File: src/rtl/apsr_flag_unit_pkg.sv
// Shared core definitions for the APSR flag unit: carry-source select encodings,
// Thumb condition codes and NZCV bit positions.
package apsr_flag_unit_pkg;

   typedef enum logic [1:0] {
      C_SRC_ALU   = 2'd0,
      C_SRC_SHIFT = 2'd1,
      C_SRC_HOLD  = 2'd2,
      C_SRC_RSVD  = 2'd3
   } c_src_e;

   typedef enum logic [3:0] {
      COND_EQ = 4'h0,
      COND_NE = 4'h1,
      COND_CS = 4'h2,
      COND_CC = 4'h3,
      COND_MI = 4'h4,
      COND_PL = 4'h5,
      COND_VS = 4'h6,
      COND_VC = 4'h7,
      COND_HI = 4'h8,
      COND_LS = 4'h9,
      COND_GE = 4'hA,
      COND_LT = 4'hB,
      COND_GT = 4'hC,
      COND_LE = 4'hD,
      COND_AL = 4'hE,
      COND_NV = 4'hF
   } cond_e;

   // Bit positions inside the packed {N,Z,C,V} nibble.
   localparam int unsigned NZCV_N = 3;
   localparam int unsigned NZCV_Z = 2;
   localparam int unsigned NZCV_C = 1;
   localparam int unsigned NZCV_V = 0;

endpackage

File: src/rtl/apsr_cond_eval.sv
// Combinational Thumb condition-code evaluator over a packed {N,Z,C,V} nibble.
module apsr_cond_eval
   import apsr_flag_unit_pkg::*;
(
   input  logic [3:0] cond_i,
   input  logic [3:0] nzcv_i,
   output logic       cond_pass_o
);

   logic n, z, c, v;

   assign n = nzcv_i[NZCV_N];
   assign z = nzcv_i[NZCV_Z];
   assign c = nzcv_i[NZCV_C];
   assign v = nzcv_i[NZCV_V];

   always_comb begin
      cond_pass_o = 1'b0;
      case (cond_e'(cond_i))
         COND_EQ: cond_pass_o = z;
         COND_NE: cond_pass_o = ~z;
         COND_CS: cond_pass_o = c;
         COND_CC: cond_pass_o = ~c;
         COND_MI: cond_pass_o = n;
         COND_PL: cond_pass_o = ~n;
         COND_VS: cond_pass_o = v;
         COND_VC: cond_pass_o = ~v;
         COND_HI: cond_pass_o = c & ~z;
         COND_LS: cond_pass_o = ~c | z;
         COND_GE: cond_pass_o = (n == v);
         COND_LT: cond_pass_o = (n != v);
         COND_GT: cond_pass_o = ~z & (n == v);
         COND_LE: cond_pass_o = z | (n != v);
         COND_AL: cond_pass_o = 1'b1;
         COND_NV: cond_pass_o = 1'b0;
      endcase
   end

endmodule

File: src/rtl/apsr_flag_unit.sv
// APSR NZCV flag register with per-flag update enables, MSR write and condition check.
// Define APSR_SHADOW_EN to add a one-entry exception shadow (exc_save/exc_restore).
module apsr_flag_unit
   import apsr_flag_unit_pkg::*;
(
   input  logic        clk,
   input  logic        rst,
   input  logic [31:0] alu_result,
   input  logic        alu_cout,
   input  logic        alu_vout,
   input  logic        shift_cout,
   input  logic        flag_we_nz,
   input  logic        flag_we_c,
   input  logic        flag_we_v,
   input  logic [1:0]  c_src_sel,
   input  logic        msr_we,
   input  logic [3:0]  msr_data,
   input  logic [3:0]  cond,
`ifdef APSR_SHADOW_EN
   input  logic        exc_save,
   input  logic        exc_restore,
   output logic        shadow_valid,
`endif
   output logic        apsr_n,
   output logic        apsr_z,
   output logic        apsr_c,
   output logic        apsr_v,
   output logic [3:0]  apsr_nzcv,
   output logic        cond_pass
);

   logic [3:0] nzcv_q, nzcv_d;
   logic       restore_fire;

`ifdef APSR_SHADOW_EN
   logic [3:0] shadow_q, shadow_d;
   logic       shadow_valid_q, shadow_valid_d;

   // Restore only fires on a valid shadow; a simultaneous save is dropped.
   assign restore_fire = exc_restore & shadow_valid_q;

   always_comb begin
      shadow_d       = shadow_q;
      shadow_valid_d = shadow_valid_q;
      if (exc_restore) begin
         if (shadow_valid_q) shadow_valid_d = 1'b0;
      end else if (exc_save) begin
         shadow_d       = nzcv_q;
         shadow_valid_d = 1'b1;
      end
   end

   always_ff @(posedge clk or posedge rst) begin
      if (rst) begin
         shadow_q       <= 4'b0000;
         shadow_valid_q <= 1'b0;
      end else begin
         shadow_q       <= shadow_d;
         shadow_valid_q <= shadow_valid_d;
      end
   end

   assign shadow_valid = shadow_valid_q;
`else
   assign restore_fire = 1'b0;
`endif

   always_comb begin
      nzcv_d = nzcv_q;
      if (restore_fire) begin
`ifdef APSR_SHADOW_EN
         nzcv_d = shadow_q;
`endif
      end else if (msr_we) begin
         nzcv_d = msr_data;
      end else begin
         if (flag_we_nz) begin
            nzcv_d[NZCV_N] = alu_result[31];
            nzcv_d[NZCV_Z] = (alu_result == 32'd0);
         end
         if (flag_we_c) begin
            case (c_src_e'(c_src_sel))
               C_SRC_ALU:   nzcv_d[NZCV_C] = alu_cout;
               C_SRC_SHIFT: nzcv_d[NZCV_C] = shift_cout;
               C_SRC_HOLD:  nzcv_d[NZCV_C] = nzcv_q[NZCV_C];
               C_SRC_RSVD:  nzcv_d[NZCV_C] = nzcv_q[NZCV_C];
            endcase
         end
         if (flag_we_v) nzcv_d[NZCV_V] = alu_vout;
      end
   end

   always_ff @(posedge clk or posedge rst) begin
      if (rst) nzcv_q <= 4'b0000;
      else     nzcv_q <= nzcv_d;
   end

   assign apsr_n    = nzcv_q[NZCV_N];
   assign apsr_z    = nzcv_q[NZCV_Z];
   assign apsr_c    = nzcv_q[NZCV_C];
   assign apsr_v    = nzcv_q[NZCV_V];
   assign apsr_nzcv = nzcv_q;

   // Evaluated on registered flags only, so a same-cycle update never leaks through.
   apsr_cond_eval u_cond_eval (
      .cond_i      (cond),
      .nzcv_i      (nzcv_q),
      .cond_pass_o (cond_pass)
   );

endmodule

File: config.mk
export PLATFORM = sky130hd
export DESIGN_NAME = apsr_flag_unit
export DESIGN_NICKNAME = d
export VERILOG_FILES = /design/src/rtl/apsr_flag_unit_pkg.sv /design/src/rtl/apsr_cond_eval.sv /design/src/rtl/apsr_flag_unit.sv
export SDC_FILE = /design/constraint.sdc
export NUM_CORES = 1
export LEC_CHECK = 0
export BUFFER_PORTS_ARGS = -buffer_cell sky130_fd_sc_hd__clkbuf_2
export CAP_MARGIN = 25
export CORE_MARGIN = 5
export CORE_UTILIZATION = 32
export DETAILED_ROUTE_END_ITERATION = 10
export PLACE_DENSITY = 0.82
export SKIP_CTS_REPAIR_TIMING = 1
export SYNTH_ARGS = -nofsm -noshare
export SYNTH_HDL_FRONTEND = slang
export SYNTH_HIERARCHICAL = 1
export SYNTH_SLANG_ARGS = --single-unit
File: constraint.sdc
create_clock -name clk -period 3.2 [get_ports clk]
set_input_delay 0.16 -clock clk [delete_from_list [all_inputs] [get_ports clk]]
set_output_delay 0.16 -clock clk [all_outputs]
set_load 0.02 [all_outputs]
==> summary.md <==
Outcome
* complete, no violations — run status

GRT
* 14.9% — GR Util All Layers
* 0 — GRT overflow
* 0 — antenna violations before repair
* 591 — vias in the first global route
* 2340 µm — global-route wire length before repair
* 10 — maximum number of pins on one net before global-route repair

Final layout
* 0 — Ant. Diodes
* 130 — number of non-filler instances in the completed layout
* 66.6% — post-synthesis to final-layout area growth
* clkbuf_2 — most common library cell in the layout ignoring fill and taps
* 54.8% — fraction of final layout cells with drive strength greater than 1
* 168 — # nets final
* 129 — Fill cells
* 59 x clkbuf_2, 6 x nor4_1 — commonest cells after routing, fill and taps aside
* 4 — max FFs per register

Yosys
* 453 µm² — total standard cell area after synthesis
* 4 — synthesized flop and latch total
* dfrtp_1 22%, mux2i_1 8.8%, buf_4 8.3% — top post-synthesis cells by area
* 59 — post-synthesis instance total
* 0 — number of synthesized flops with an enable pin
* 110 — post-synth net total
* 7.68 µm² — mean post-synth cell area
* 6 — count of yosys warnings during synthesis
* 22.1% — fraction of the yosys area taken by sequential cells
* dfrtp_1 — Most used DFF post-synth
* 22.1% — share of the synthesized area in the top cell type
* 100% — share of flip-flops with an asynchronous set or reset after synthesis
* 25 — library cells used by synthesis
* dfrtp_1 — Synth area leader

Setup path
* 5 — highest fanout seen on the critical path
* 3.04 ns — required time at the worst-slack endpoint
* xor2_1 — most frequent CP cell
* reg2out — startpoint-to-endpoint class of the critical path
* apsr_nzcv[2]$_DFFE_PP0P_ — R2R Path End
* apsr_nzcv[2]$_DFFE_PP0P_ — R2R Path Start
* flop — startpoint types
* output pin — Crit. End Element
* 2.29 ns — Reg2Reg Setup Slack
* apsr_nzcv[3]$_DFFE_PP0P_ — Worst Setup SP
* 0.42 ns — delay of the slowest cell on the worst path
* xor2_1 > xor2_1 > a2111oi_1 > a311oi_1 > o22ai_1 > clkbuf_2 — cell-by-cell listing of the critical path
* dfrtp_1 — crit path max-delay cell type
* 1 — FF-to-FF path depth
* 1.85 ns — worst path arrival time

Drt
* 0 — number of nets still failing antenna checks after routing
* 12.1 µm — routed length per placed instance
* 1570 µm — total routed wirelength
* 0 — number of remaining DRC errors
* 5.11 — Via density
* 4 — 1st-pass router iterations
* 8 — number of DRC violations after detailed-routing iteration 0
* 664 — count of vias placed by the detailed router

Hold path
* in2reg — class of the tightest hold or removal check
* msr_data[1] — critical hold path startpoint
* 3 — Min-Delay Path Depth
* apsr_nzcv[1]$_DFFE_PP0P_ — WHS Endpoint

Job
* 0 — total of max-cap violations

Pwr
* 0.144 mW — internal power component
* 33.9% — switching share of total power
* 290 nW/µm² — power per cell area
* 0.219 mW — PnR Total Power
* 28.3% — share of power burned in the clock network
* 0.0742 mW — Psw
* 28.5% — relative contribution of sequential cells to total power
* 0.412 nW — Leak
* 0.143 mV — Max rail drop VDD
* 43.2% — share of total power in combinational logic

STA
* 77.3% — Slew headroom
* 1.19 ns — setup slack after layout
* 498 MHz — peak clock frequency supported by timing
* 0.340 ns — actual transition at the worst max-transition pin
* 2.01 ns — post-layout min period
* false — unrepaired setup endpoints after global routing
* 0.138 ns — minimum hold slack
* 0 — number of pins with negative max-slew slack in the final report
* 0 ns — accumulated negative setup slack
* 0 — final count of negative-setup-slack endpoints
* 0 ns — worst setup skew after layout
* 62.7% — final critical-path share of the clock period
* 0 — number of failing hold endpoints at the final stage

Clock tree
* 2 — worst-case clock buffer depth
* clkbuf_4 — clock root buffer master
* 4 — number of clock sinks
* 0.04 ns — clock-pin slew on the worst setup and hold paths
* built — TritonCTS clock tree
* 3 — total CTS buffers
* 0.23 ns — worst-skew pair later-pin latency
* 1 — count of H-tree levels built during CTS

Floorplan
* 47.6 µm — die boundary height
* 47.6 µm — x dimension of the die
* 13 — floorplan row count
* 34.4% — initial cell density of the core
* 60 — number of placed I/O pins
* 2270 µm² — die footprint
* 1320 µm² — core area

Placement
* 59 — Port Buf Inserts
* 0.675 — Final Wtd Congestion
* 1360 µm — post-detail-place hpwl
* 1.45 ns — pre-CTS WS
* 126 — number of cells after detailed placement

==> layer usage <==
layer	track usage (%)	vias up	part of all wire, %
met2	24.9	51	50
met1	15.9	277	33
li1	-	334	-
met3	3.76	2	15
met5	0	-	0
met4	11.3	0	1.8
==> worst max-delay path: cells and delay by family, from the launching register on <==
family / cells / cell delay, ns
AO/OA/AOI/OAI: 3 / 0.61
XOR/XNOR: 2 / 0.40
buffers and inverters: 1 / 0.19
flip-flops: 1 / 0.42
==> Yosys cell counts, types with 2 or more instances <==
library cell and instances:
mux2i_1 4, xor2_1 3, nor2_1 4, or4_1 2, nand2_1 3, nand2b_1 2, inv_1 2, clkbuf_1 2
nor3_1 3, o21ai_0 4, buf_4 5, a21oi_1 4, dfrtp_1 4, nor4_1 6
==> worst max path at each step <==
stage	end	slack, ns	cells past startpoint
floorplan	cond_pass	1.39	5
global placement	cond_pass	1.53	6
detailed placement	cond_pass	1.45	6
CTS	cond_pass	1.19	6
global route	cond_pass	1.00	6
finish	cond_pass	1.19	6
==> cells by family after synthesis <==
| kind of cell | synth area share [%] |
|---|---|
| and+or+nand+nor | 29.3 |
| buffers and inverters | 11.6 |
| AOI/OAI and AO/OA | 20.4 |
| DFF | 22.1 |
| xor gates and xnor gates | 7.74 |
| muxes | 8.84 |
==> stage by stage <==
stage	util [%]	instance area, µm²
after floorplan	-	453
after global placement	54.8	722
after detailed placement	54.8	722
after CTS	56.5	744
after global routing	57.3	754
final	57.3	754
==> power by group through the flow <==
stage / registers (mW) / clock network (mW) / logic (mW)
after floorplan: 0.0676 / 0 / 0.0493
after global placement: 0.0625 / 0 / 0.0923
after detailed placement: 0.0632 / 0 / 0.0935
after CTS: 0.0625 / 0.0653 / 0.0941
after global routing: 0.0639 / 0.0696 / 0.104
final: 0.0624 / 0.0618 / 0.0943
==> final cells by class <==
class,count,area (µm²),area share (%)
clock buffer,3,22.5,2.99
inverter,2,7.51,0.995
multi-input combinational,46,300,39.8
sequential,4,100,13.3
tap,15,18.8,2.49
timing repair buffer,60,305,40.5
Power figures use the tool's default switching activity.
